### config.mk
export PLATFORM = sky130hd
export DESIGN_NAME = answer_arbiter
export DESIGN_NICKNAME = d
export VERILOG_FILES = /design/src/rtl/answer_arbiter.sv
export SDC_FILE = /design/constraint.sdc
export NUM_CORES = 1
export LEC_CHECK = 0
export ABC_AREA = 1
export CORE_MARGIN = 2
export CORE_UTILIZATION = 65
export DETAILED_ROUTE_END_ITERATION = 7
export PLACE_DENSITY = 0.84
export SLEW_MARGIN = 20
export SYNTH_ARGS = -nofsm -noshare
export SYNTH_HDL_FRONTEND = slang
export SYNTH_SLANG_ARGS = --single-unit
### constraint.sdc
create_clock -name clk -period 5.5 [get_ports clk]
set_clock_uncertainty 0.2 [all_clocks]
set_input_delay 1.1 -clock clk [delete_from_list [all_inputs] [get_ports clk]]
set_output_delay 1.1 -clock clk [all_outputs]
set_load 0.01 [all_outputs]
### src/rtl/answer_arbiter.sv
// answer_arbiter -- quiz-show buzzer arbiter.
// Every raw key is synchronized (2 flops) and debounced; a debounced rising
// edge produces a one-cycle press event.  The host arms a round with
// key_start; the first player to buzz locks the round.  While locked, the
// host adjusts that player's score (0..99, saturating) with key_add/key_sub.
// An armed round with no buzz returns to idle after TIMEOUT clocks.
//
// Ports:
//   clk         single clock, all state changes on posedge
//   rst_n       asynchronous active-low reset
//   key_player  raw player buzzers (active-high, asynchronous)
//   key_start   raw host start / re-arm key
//   key_add     raw host score +1 key
//   key_sub     raw host score -1 key
//   player      index of current or last winner
//   score       score of the player shown on 'player' (0..99)
//   armed       high while ARMED
//   locked      high while LOCKED
//   timeout_p   one-cycle pulse when an ARMED round expires
module answer_arbiter #(
   parameter int DB_CYCLES = 20,
   parameter int TIMEOUT   = 1000
) (
   input  logic       clk,
   input  logic       rst_n,
   input  logic [3:0] key_player,
   input  logic       key_start,
   input  logic       key_add,
   input  logic       key_sub,
   output logic [1:0] player,
   output logic [7:0] score,
   output logic       armed,
   output logic       locked,
   output logic       timeout_p
);

   localparam int NK  = 7;
   localparam int DBW = (DB_CYCLES < 2) ? 1 : $clog2(DB_CYCLES + 1);
   localparam int TOW = (TIMEOUT < 2) ? 1 : $clog2(TIMEOUT + 1);
   localparam logic [7:0] SCORE_MAX = 8'd99;

   typedef enum logic [1:0] {S_IDLE, S_ARMED, S_LOCKED} state_t;

   function automatic logic [7:0] sat_inc(input logic [7:0] s);
      return (s >= SCORE_MAX) ? SCORE_MAX : s + 8'd1;
   endfunction

   function automatic logic [7:0] sat_dec(input logic [7:0] s);
      return (s == 8'd0) ? 8'd0 : s - 8'd1;
   endfunction

   // Lowest index wins when several buzzers fire in the same cycle.
   function automatic logic [1:0] lowest_idx(input logic [3:0] v);
      if (v[0])      return 2'd0;
      else if (v[1]) return 2'd1;
      else if (v[2]) return 2'd2;
      else           return 2'd3;
   endfunction

   // Key bit order: [3:0] players, [4] start, [5] add, [6] sub.
   logic [NK-1:0] raw;
   assign raw = {key_sub, key_add, key_start, key_player};

   logic [NK-1:0] sync1_q, sync1_d, sync2_q, sync2_d;
   logic [NK-1:0] db_q, db_d, ev_q, ev_d;
   logic [DBW-1:0] db_cnt_q [NK];
   logic [DBW-1:0] db_cnt_d [NK];

   state_t     state_q, state_d;
   logic [TOW-1:0] to_cnt_q, to_cnt_d;
   logic [1:0] player_q, player_d;
   logic [7:0] score_q [4];
   logic [7:0] score_d [4];
   logic       timeout_p_q, timeout_p_d;

   // Debounce: the counter tracks how many consecutive synchronized samples
   // have disagreed with the debounced level; any agreeing sample restarts it.
   always_comb begin
      sync1_d = raw;
      sync2_d = sync1_q;
      db_d    = db_q;
      for (int k = 0; k < NK; k++) begin
         db_cnt_d[k] = '0;
         if (sync2_q[k] != db_q[k]) begin
            if (db_cnt_q[k] == DBW'(DB_CYCLES - 1)) db_d[k] = sync2_q[k];
            else                                    db_cnt_d[k] = db_cnt_q[k] + 1'b1;
         end
      end
      ev_d = db_d & ~db_q;
   end

   logic [3:0] pl_ev;
   logic       start_ev, add_ev, sub_ev;
   assign pl_ev    = ev_q[3:0];
   assign start_ev = ev_q[4];
   assign add_ev   = ev_q[5];
   assign sub_ev   = ev_q[6];

   always_comb begin
      state_d     = state_q;
      to_cnt_d    = to_cnt_q;
      player_d    = player_q;
      score_d     = score_q;
      timeout_p_d = 1'b0;
      case (state_q)
         S_IDLE: begin
            if (start_ev) begin
               state_d  = S_ARMED;
               to_cnt_d = '0;
            end
         end
         S_ARMED: begin
            // A buzz takes priority over both re-arm and expiry.
            if (|pl_ev) begin
               state_d  = S_LOCKED;
               player_d = lowest_idx(pl_ev);
               to_cnt_d = '0;
            end else if (start_ev) begin
               to_cnt_d = '0;
            end else if (to_cnt_q == TOW'(TIMEOUT - 1)) begin
               state_d     = S_IDLE;
               timeout_p_d = 1'b1;
               to_cnt_d    = '0;
            end else begin
               to_cnt_d = to_cnt_q + 1'b1;
            end
         end
         S_LOCKED: begin
            if (start_ev) begin
               state_d  = S_ARMED;
               to_cnt_d = '0;
            end
            if (add_ev && !sub_ev)      score_d[player_q] = sat_inc(score_q[player_q]);
            else if (sub_ev && !add_ev) score_d[player_q] = sat_dec(score_q[player_q]);
         end
         default: state_d = S_IDLE;
      endcase
   end

   always_ff @(posedge clk or negedge rst_n) begin
      if (!rst_n) begin
         sync1_q     <= '0;
         sync2_q     <= '0;
         db_q        <= '0;
         ev_q        <= '0;
         for (int k = 0; k < NK; k++) db_cnt_q[k] <= '0;
         state_q     <= S_IDLE;
         to_cnt_q    <= '0;
         player_q    <= 2'd0;
         for (int p = 0; p < 4; p++) score_q[p] <= 8'd0;
         timeout_p_q <= 1'b0;
      end else begin
         sync1_q     <= sync1_d;
         sync2_q     <= sync2_d;
         db_q        <= db_d;
         ev_q        <= ev_d;
         db_cnt_q    <= db_cnt_d;
         state_q     <= state_d;
         to_cnt_q    <= to_cnt_d;
         player_q    <= player_d;
         score_q     <= score_d;
         timeout_p_q <= timeout_p_d;
      end
   end

   assign player    = player_q;
   assign score     = score_q[player_q];
   assign armed     = (state_q == S_ARMED);
   assign locked    = (state_q == S_LOCKED);
   assign timeout_p = timeout_p_q;

endmodule

# Word-level counts from Yosys, hierarchy flattened
# Index checks and enable logic that the tools add are counted.
dict set report totals {
  regBits 110
  output_inout_bits 13
  wordCells 126
}
dict set report classes {
  addsub 10
  order_cmp 3
  n_eq_ne 20
  muxes 56
  bitwise_logic 3
  n_reduce_logical 15
}
# operator count
set ops {}
lappend ops {{two-way mux 5 bit} 14}
lappend ops {{bitwise mux 32 bit} 2}
lappend ops {{two-way mux 32 bit} 2}
lappend ops {{two-way mux 10 bit} 4}
lappend ops {{two-way mux 8 bit} 5}
lappend ops {{adder 5 x 1 -> 5 bit (second input constant)} 7}
lappend ops {{equality test 5 bit (second input constant)} 7}
lappend ops {{one-hot mux 10 bit (2 select lines)} 1}
lappend ops {{two-way mux 1 bit} 19}
lappend ops {{binary-select mux 8 bit (select 2 bit)} 1}
lappend ops {{demux 8 bit (select 2 bit)} 1}
lappend ops {{two-way mux 2 bit} 6}
lappend ops {{adder 10 x 1 -> 10 bit (second input constant)} 1}
lappend ops {{equality test 10 bit (second input constant)} 1}
lappend ops {{adder 8 x 1 -> 8 bit (second input constant)} 1}
lappend ops {{>= comparator 8 x 7 -> 1 bit (second input constant)} 1}
lappend ops {{logical NOT 8 bit} 1}
lappend ops {{subtractor 8 x 1 -> 8 bit (second input constant)} 1}
lappend ops {{AND 7 bit} 1}
lappend ops {{!= test 1 bit} 7}
lappend ops {{NOT 7 bit} 1}
lappend ops {{AND reduction 2 bit} 3}
lappend ops {{one-hot mux 2 bit (2 select lines)} 1}
lappend ops {{nonzero test 2 bit} 2}
lappend ops {{14 further kinds} 17}

# Logic depth before layout (Yosys ltp)
# Gate-level depths: netlist (run 1).
dict set report depth {
  ltp_word 9
  mapped_depth 17
  mapped_depth_nobuf 16
}

# Least setup slack after synthesis (run 1)
# No wires, ideal clock.
dict set report synth_timing {
  path_type {register -> output}
  from {register player_q[1] (netlist: player[1])}
  to {output score[1]}
  arrival_time_ns 1.149
  t_required_ns 4.200
  path_slack_ns 3.051
  stages_incl_launch_ff 7
  path_buffers 2
  path_cell_list {dfrtp_1 -> buf_4 -> buf_2 -> nand3_1 -> nand2_1 -> nor2_2 -> inv_2}
}
dict set report synth_via {
  elab_chain_cells 4
}
# element line
set synth_rtl {}
lappend synth_rtl {{from (decl)} 71} ;# logic [1:0] player_q, player_d;
lappend synth_rtl {{from (signal assigned)} 160} ;# player_q <= player_d;
lappend synth_rtl {{NOT 2 -> 3 bit (not written as such)} 167} ;# assign score = score_q[player_q];
lappend synth_rtl {{binary-select mux 8 bit (select 2 bit)} 167}
lappend synth_rtl {{two-way mux 8 bit (not written as such) (2 in series)} 167}
lappend synth_rtl {{to (decl)} 31} ;# output logic [7:0] score,
# No other way between the ends. The select of a mux whose other input is x is not followed.

# Worst setup path after layout (run 1)
dict set report layout_timing {
  from {register player_q[1] (netlist: player[1])}
  to {output score[6]}
}
# Same word-level chain as after synthesis.

==> impl_metrics.tcl, run 1 <==
set metrics [dict create \
    io_buffer_count 21 \
    period_share_pct 71.7 \
    clk_path_buf_depth 2 \
    powerDensity_nw_per_um2 233 \
    path_clk_slew_ps 110 \
    initial_core_util_pct 66.0 \
    relSlewSlack_pct 40.5 \
    yosys-top-cells-area "dfrtp_1, nand2_1, nand3_1, inv_1, nor2_1" \
    synthSimpleGateAreaFrac_pct 28.4 \
    yosys.area.top_type "dfrtp_1" \
    rsz0062_at_grt "no" \
    ctsResizeCount 0 \
    die_y_um 94.6 \
    holdWs_ps 157 \
    rows 33 \
    setup_violations 0 \
    clock_latency_ps 370 \
    syn2layout_area_growth_pct 9.12 \
    cts_hold_buf 0 \
    yosysSeqAreaShare_pct 51.6 \
    dieArea_um2 8950 \
    num_antenna_cells 0 \
    report.final.slew_viol_count 0 \
    ir_drop_mv 0.224 \
    period_needed_ps 3940 \
    final.setup.tns_ps 0 \
    post-dp-hpwl_um 7850 \
    cpMaxStageDelayCell "dfrtp_1" \
    dr_total_vias 4206 \
    drive_above_1_share_pct 8.56 \
    hold_class "reg2reg" \
    gp_congestion 0.962 \
    avgSynthCellArea_um2 8.55 \
    ctsHtreeMaxLevel 3 \
    drc 0 \
    muxShareOfSynthArea_pct 0 \
    yosysWarningCount 0 \
    synth-compound-area-share_pct 6.09 \
    synth_xor_area_share_pct 4.59 \
    postSynthRegisterBits 110 \
    nets 670 \
    critical_path.max_fanout 21 \
    cp_slowest_stage_delay_ps 830 \
    synth.net_count 645 \
    fmax_ghz 0.254 \
    power_leakage_uw 0.00297 \
    endpoint_kind "output port" \
    drtIter0Drc 253 \
    grt_max_degree 72 \
    crit_chain "inv_1 > nor2_1 > nand2_1 > nand2_1 > nor2_4 > inv_2 > clkdlybuf4s50_1" \
    clock_sinks 110 \
    netlist_instances 624 \
    drv_cap 0 \
    yosysUniqueCellTypes 37 \
    grt_pass1_wl_um 18900 \
    start_kind "flop" \
    yosysTopAreaCellShare_pct 51.6 \
    overflow 0 \
    viasPerCell 5.54 \
    drt-total-wl_um 10900 \
    cp.required_ps 4200 \
    pin_count 22 \
    hold_viol 0 \
    grt_pass1_vias 4117 \
    wl_per_cell_um 14.4 \
    synth_area_um2 5340 \
    clockRootBuffer "clkbuf_8" \
    synth_top_family_by_area "simple AND/OR/NAND/NOR gates" \
    status "finished, final reports clean" \
    grt_usage_pct 27.0 \
    synth_fa_ha_area_share_pct 2.81 \
    tightest_slew_ps 893 \
    path_class "reg2out" \
    antenna_found_initial 0 \
    cp_data_arrival_time_ps 2640 \
    die_w_um 94.6 \
    cts_buffers 9 \
    cts_tree "yes" \
    path_common_cell "nand2_1" \
    drt_pre_antenna_iters 4 \
    placeableCoreArea_um2 8090 \
    post_cts_buffers 0 \
    postRouteAntennaNets 0 \
]
## sequential cells by signal, summed over array words and instances (netlist names)
register / cells
db_q: 7
ev_q: 7
player: 2
db_cnt_q: 35
sync1_q: 7
score_q: 32
to_cnt_q: 10
timeout_p: 1
sync2_q: 7
state_q: 2
## worst max-delay path: cells and delay by family (launching register included)
family                 cells  cell delay (ps)
flip-flops                 1              830
AND/OR/NAND/NOR            4              450
buffers and inverters      3              990
## Yosys cell counts
| cell type | instances |
|---|---|
| ha_1 | 12 |
| inv_2 | 5 |
| nand2_2 | 7 |
| nand4_1 | 6 |
| nand3_2 | 2 |
| or2_2 | 9 |
| xnor2_1 | 12 |
| a21oi_2 | 2 |
| nor2_1 | 66 |
| buf_2 | 1 |
| nor4_1 | 2 |
| o31ai_1 | 2 |
| o21ai_2 | 1 |
| o21bai_1 | 4 |
| o22ai_1 | 3 |
| or2_1 | 3 |
| nor3b_1 | 1 |
| nand2_1 | 141 |
| nand3_1 | 73 |
| buf_4 | 2 |
| xor2_1 | 16 |
| nand4_2 | 1 |
| nor3_2 | 2 |
| inv_1 | 71 |
| o21ai_0 | 15 |
| nor2_2 | 2 |
| nor3_1 | 11 |
| o21a_1 | 4 |
| clkbuf_1 | 4 |
| o21ai_1 | 8 |
| clkinv_1 | 1 |
| buf_6 | 2 |
| o211ai_1 | 2 |
| a21oi_1 | 13 |
| a32o_1 | 1 |
| dfrtp_1 | 110 |
| nor2_4 | 7 |
## layout by cell type, fill, tap and decap left out, types with 2 or more instances in the layout
cell and instances:
buf_4 3, xnor2_1 12, o21bai_1 4, nand3_1 73, or2_2 9, nor2_4 7, or2_1 3, o21a_1 4
clkbuf_8 9, o31ai_1 2, nand4_1 6, nor4_1 2, o22ai_1 3, inv_2 5, o211ai_1 2, inv_1 71
nor3_2 2, xor2_1 16, ha_1 12, o21ai_0 15, inv_6 2, nor2_2 2, clkinv_4 2, nand3_2 2
nor3_1 11, nor2_1 66, nand2_1 141, nand2_2 7, o21ai_1 8, dfrtp_1 110, clkdlybuf4s50_1 20, a21oi_2 2
a21oi_1 13
## logic make-up (layout without fill, tap and decap cells)
logic type,count (synthesis),count (layout)
compound gates,55,55
xor+xnor,28,28
fa+ha+maj,12,12
buf+inv,86,116
flops,110,110
simple gates,333,333
## metrics by stage
stage / std cells / utilization, % / cell area [um2] / worst slack (ps) / total power [uW]
global placement: 743 / 69.6 / 5630 / 2090 / 905
floorplan: 624 / - / 5340 / 3050 / 879
CTS: 759 / 72.0 / 5820 / 1580 / 1370
global route: 759 / 72.0 / 5820 / 1380 / 1410
detailed placement: 743 / 69.6 / 5630 / 2010 / 910
finish: 759 / 72.0 / 5820 / 1560 / 1360
## final timing paths
path	end	cells after the start	slack, ps	from
worst max register to register	score_q[25]	14	2250	player[1]
max in group asynchronous	ev_q[3]	2	3430	rst_n
worst min register to register	sync2_q[1]	0	160	sync1_q[1]
worst max-delay path	score[6]	7	1560	player[1]
worst min-delay path	sync2_q[1]	0	160	sync1_q[1]
min in group asynchronous	to_cnt_q[8]	1	630	rst_n
## area by class of cell
| type | instances | area [um2] |
|---|---|---|
| sequential | 110 | 2750 |
| fill | 624 | 2270 |
| multi-input combinational | 428 | 2240 |
| inverter | 77 | 289 |
| timing repair buffer | 23 | 223 |
| tap | 105 | 131 |
| clock buffer | 10 | 128 |
| clock inverter | 6 | 62.6 |
## metal layers
metal / vias up / GRT usage (%) / share of wire [%]
met3: 27 / 5.43 / 5.0
met2: 116 / 45.1 / 50
met1: 2024 / 35.4 / 43
met4: 0 / 9.06 / 2.1
met5: - / 0 / 0
li1: 2039 / - / -
## report_power, final
group / internal (uW) / total (uW) / switching (uW)
registers: 826 / 839 / 13.3
logic: 20.1 / 53.4 / 33.2
clock network: 177 / 466 / 289
total: 1020 / 1360 / 335
(Power assumes the default switching activity.)
==> run 2, diff against run 1 <==
--- a/config.mk
+++ b/config.mk
@@ -7,9 +7,9 @@
 export LEC_CHECK = 0
 export ABC_AREA = 1
 export CORE_MARGIN = 2
-export CORE_UTILIZATION = 65
+export CORE_UTILIZATION = 61
 export DETAILED_ROUTE_END_ITERATION = 7
-export PLACE_DENSITY = 0.84
+export PLACE_DENSITY = 0.8
 export SLEW_MARGIN = 20
 export SYNTH_ARGS = -nofsm -noshare
 export SYNTH_HDL_FRONTEND = slang
==> constraint.sdc (replaced) <==
create_clock -name clk -period 3.65 [get_ports clk]
set_clock_uncertainty 0.2 [all_clocks]
set_input_delay 0.73 -clock clk [delete_from_list [all_inputs] [get_ports clk]]
set_output_delay 0.73 -clock clk [all_outputs]
set_load 0.01 [all_outputs]
==> impl_metrics.tcl, run 2 (synthesized netlist as in run 1, its figures left out) <==
set metrics [dict create \
    final_common_cell "nand2_1" \
    path_class "reg2out" \
    r2r_setup_slack_ps 790 \
    timing.rr.start "player[1]" \
    power.switching_uw 506 \
    nets 672 \
    fmax_ghz 0.297 \
    grt_pass1_vias 4098 \
    viasPerCell 5.31 \
    clock_sinks 110 \
    grt_pass1_wl_um 18300 \
    num_antenna_cells 0 \
    overflow 0 \
    rsz0062_at_grt "no" \
    report.final.slew_viol_count 0 \
    cts_buffers 9 \
    hold_class "in2async" \
    period_needed_ps 3370 \
    r2r_cells 16 \
    initial_core_util_pct 62.1 \
    start_kind "flop" \
    dr_total_vias 4058 \
    p_clk_share_pct 35.1 \
    cts_hold_buf 0 \
    syn2layout_area_growth_pct 10.0 \
    powerDensity_nw_per_um2 353 \
    endpoint_kind "output port" \
    hold_viol 0 \
    post-dp-hpwl_um 7690 \
    pin_count 22 \
    p_int_uw 1570 \
    drt_pre_antenna_iters 4 \
    clock_latency_ps 360 \
    ctsHtreeMaxLevel 3 \
    regMostFlops "db_cnt_q" \
    largest_reg_flops 35 \
    switching_share_pct 24.4 \
    layout_setup_ws_ps 280 \
    gp_congestion 0.992 \
    pwr-share-seq_pct 60.9 \
    rows 34 \
    reg.largest.list "db_cnt_q (35), score_q (32), to_cnt_q (10)" \
    clockRootBuffer "clkbuf_8" \
    relSlewSlack_pct 62.5 \
    grt_max_degree 74 \
    ir_drop_mv 0.343 \
    cp.required_ps 2720 \
    critical_path.max_fanout 12 \
    power_leakage_uw 0.00300 \
    dieArea_um2 9510 \
    drtIter0Drc 253 \
    io_buffer_count 21 \
    setup_violations 0 \
    antenna_found_initial 0 \
    timing.rr.end "score_q[14]" \
    pwr-share-comb_pct 3.9 \
    wl_per_cell_um 13.6 \
    period_share_pct 92.3 \
    die_w_um 97.5 \
    power_uw 2070 \
    placeableCoreArea_um2 8590 \
    path_clk_slew_ps 110 \
    mostFrequentLayoutCells "nand2_1, dfrtp_1, nand3_1" \
    ctsResizeCount 0 \
    drv_cap 0 \
    post_cts_buffers 0 \
    drt-total-wl_um 10400 \
    die_y_um 97.5 \
    clk_path_buf_depth 2 \
    drc 0 \
    grt_usage_pct 23.7 \
    final.setup.tns_ps 0 \
    tightest_slew_ps 560 \
    postRouteAntennaNets 0 \
    cp_data_arrival_time_ps 2440 \
    drive_above_1_share_pct 8.99 \
    status "finished, final reports clean" \
    cts_tree "yes" \
    pre_cts_ws_ps 676 \
]
run 2: routing by layer:
layer | GRT usage (%) | share of wire (%) | vias to the layer above
li1 | - | - | 2053
met1 | 29.7 | 43 | 1923
met2 | 40.7 | 51 | 70
met3 | 4.68 | 4.1 | 12
met4 | 9.19 | 1.6 | 0
met5 | 0 | 0 | -
run 2: worst max path at each step:
| stage | slack (ps) | end | startpoint | cells past startpoint |
|---|---|---|---|---|
| floorplan | 1290 | score_q[6] | player[1] | 17 |
| global placement | 700 | score[6] | player[1] | 7 |
| detailed placement | 680 | score[6] | player[1] | 7 |
| CTS | 250 | score[6] | player[1] | 7 |
| global route | 40 | score[6] | player[1] | 7 |
| finish | 280 | score[6] | player[1] | 7 |
run 2: cell type report:
| class | instances | area (um2) |
|---|---|---|
| flip-flops and latches | 110 | 2750 |
| fillers | 696 | 2720 |
| multi-input cells | 428 | 2240 |
| inverters | 77 | 289 |
| repair buffers | 25 | 250 |
| clock buffers | 10 | 138 |
| well taps | 108 | 135 |
| clock inverters | 6 | 70.1 |
run 2: power groups by stage:
stage	registers, uW	clock network [uW]	logic (uW)
floorplan	1280	0	41.5
global placement	1290	0	79.6
detailed placement	1290	0	84.3
CTS	1260	757	84.5
global route	1270	796	98.2
finish	1260	728	81.7
run 2: per-stage QoR:
| step | hold WS, ps | instance area [um2] | util (%) | std cells |
|---|---|---|---|---|
| CTS | 120 | 5870 | 68.3 | 764 |
| global route | 145 | 5870 | 68.3 | 764 |
| floorplan | 131 | 5340 | - | 624 |
| finish | 127 | 5870 | 68.3 | 764 |
| detailed placement | 139 | 5670 | 65.9 | 748 |
| global placement | 133 | 5670 | 65.9 | 748 |
run 2: critical path, cell delays in order, from the launching register on:
cell,delay (ps)
dfrtp_1,650
inv_1,330
nor2_1,260
nand2_1,70
nand2_1,120
nor2_4,70
inv_2,60
clkdlybuf4s50_1,520
==> run 3, diff against run 2 <==
--- a/config.mk
+++ b/config.mk
@@ -7,9 +7,8 @@
 export LEC_CHECK = 0
 export ABC_AREA = 1
 export CORE_MARGIN = 2
-export CORE_UTILIZATION = 61
+export CORE_UTILIZATION = 41
 export DETAILED_ROUTE_END_ITERATION = 7
-export PLACE_DENSITY = 0.8
 export SLEW_MARGIN = 20
 export SYNTH_ARGS = -nofsm -noshare
 export SYNTH_HDL_FRONTEND = slang
==> impl_metrics.tcl, run 3 (synthesized netlist as in run 1, its figures left out) <==
set metrics [dict create \
    cp_data_arrival_time_ps 2270 \
    relSlewSlack_pct 51.5 \
    pwr-share-seq_pct 53.6 \
    dieArea_um2 13900 \
    syn2layout_area_growth_pct 13.4 \
    antenna_found_initial 0 \
    post-dp-hpwl_um 8090 \
    clk_path_buf_depth 2 \
    cts_tree "yes" \
    path_clk_slew_ps 70 \
    hold_class "reg2reg" \
    num_antenna_cells 0 \
    wl_per_cell_um 13.2 \
    ctsResizeCount 0 \
    n_fill_cell 1259 \
    ctsHtreeMaxLevel 3 \
    largest_reg_flops 35 \
    io_buffer_count 21 \
    nets 674 \
    grt_max_degree 58 \
    status "finished, final reports clean" \
    die_w_um 118 \
    timing.rr.start "player[0]" \
    final_common_cell "nand2_1" \
    ir_drop_mv 0.311 \
    hold_viol 0 \
    powerDensity_nw_per_um2 390 \
    drt-total-wl_um 11000 \
    final_util_pct 47.8 \
    reg.largest.list "db_cnt_q (35), score_q (32), to_cnt_q (10)" \
    cts_hold_buf 0 \
    overflow 0 \
    p_int_uw 1820 \
    period_needed_ps 3200 \
    dr_total_vias 4049 \
    grt_usage_pct 17.4 \
    clock_sinks 110 \
    power_uw 2360 \
    path_class "reg2out" \
    grt-busiest-layer "met2" \
    worstHoldStart "sync1_q[3]" \
    endpoint_kind "output port" \
    grt_pass1_wl_um 19400 \
    critical_path.max_fanout 13 \
    gp_congestion 0.889 \
    grt_util_met1_pct 22.7 \
    clock_latency_ps 360 \
    grt_pass1_vias 4040 \
    drt_pre_antenna_iters 5 \
    switching_share_pct 22.8 \
    rsz0062_at_grt "no" \
    pwr-share-comb_pct 3.5 \
    power.switching_uw 539 \
    initial_core_util_pct 42.1 \
    worstSetupStartpoint "player[0]" \
    final.setup.tns_ps 0 \
    drv_cap 0 \
    fin_cells 830 \
    setup_violations 0 \
    cts_buffers 9 \
    postRouteAntennaNets 0 \
    start_kind "flop" \
    report.final.slew_viol_count 0 \
    placeableCoreArea_um2 12700 \
    regMostFlops "db_cnt_q" \
    drc 0 \
    mostFrequentLayoutCells "nand2_1, dfrtp_1, nand3_1" \
    place.detailed.instances 814 \
    pin_count 22 \
    period_share_pct 87.6 \
    die_y_um 118 \
    fmax_ghz 0.313 \
    drtIter0Drc 280 \
    power_leakage_uw 0.00304 \
    post_cts_buffers 0 \
    drive_above_1_share_pct 9.27 \
    rows 41 \
    viasPerCell 4.88 \
    cp.required_ps 2720 \
    met2_usage_pct 27.6 \
    clockRootBuffer "clkbuf_16" \
    tightest_slew_ps 727 \
    p_clk_share_pct 43.0 \
    use_met3_pct 3.97 \
]
run 3: changes by cell type in the layout (fill, tap and decap cells not counted), sizes merged:
cell and delta:
buf +2, bufinv +1, clkbuf -1, clkinv -1, clkinvlp +1
run 3: per-stage QoR:
stage | hold WS, ps | instance area, um2 | setup slack [ps]
floorplan | 131 | 5340 | 1290
global placement | 132 | 5750 | 852
detailed placement | 135 | 5750 | 847
CTS | 152 | 6050 | 441
global route | 156 | 6050 | 280
finish | 150 | 6050 | 453
run 3: layer usage:
layer	wire, um	part of all wire (%)
met5	0	0
met1	5080	46
met4	259	2.4
met3	484	4.4
met2	5130	47
run 3: layout make-up:
type / count / area, um2 / share of cell area, %
sequential: 110 / 2750 / 45.5
multi-input combinational: 428 / 2240 / 37.0
inverter: 77 / 289 / 4.77
timing repair buffer: 27 / 253 / 4.18
clock buffer: 9 / 225 / 3.72
tap: 172 / 215 / 3.56
clock inverter: 7 / 80.1 / 1.32
run 3: path summary, 6_finish.rpt:
path,end,slack [ps],cells after the start
max in group asynchronous,db_cnt_q[5],2240,2
min in group asynchronous,to_cnt_q[8],210,1
worst min-delay path,sync2_q[3],150,0
worst min register to register,sync2_q[3],150,0
worst max-delay path,score[5],450,7
worst max register to register,score_q[28],920,16
run 3: worst max-delay path: stages, from the launching register on:
cell	delay, ps
dfrtp_1	540
buf_4	270
nor2_4	200
nand2_1	80
nand2_1	110
nor2_4	60
inv_1	100
clkdlybuf4s50_1	550
run 3: power groups by stage:
stage               logic, uW  clock network (uW)  registers, uW
CTS                      85.6                1050           1260
finish                   81.8                1010           1260
global placement         82.1                   0           1290
detailed placement       85.1                   0           1290
floorplan                41.5                   0           1280
global route             98.3                1110           1270
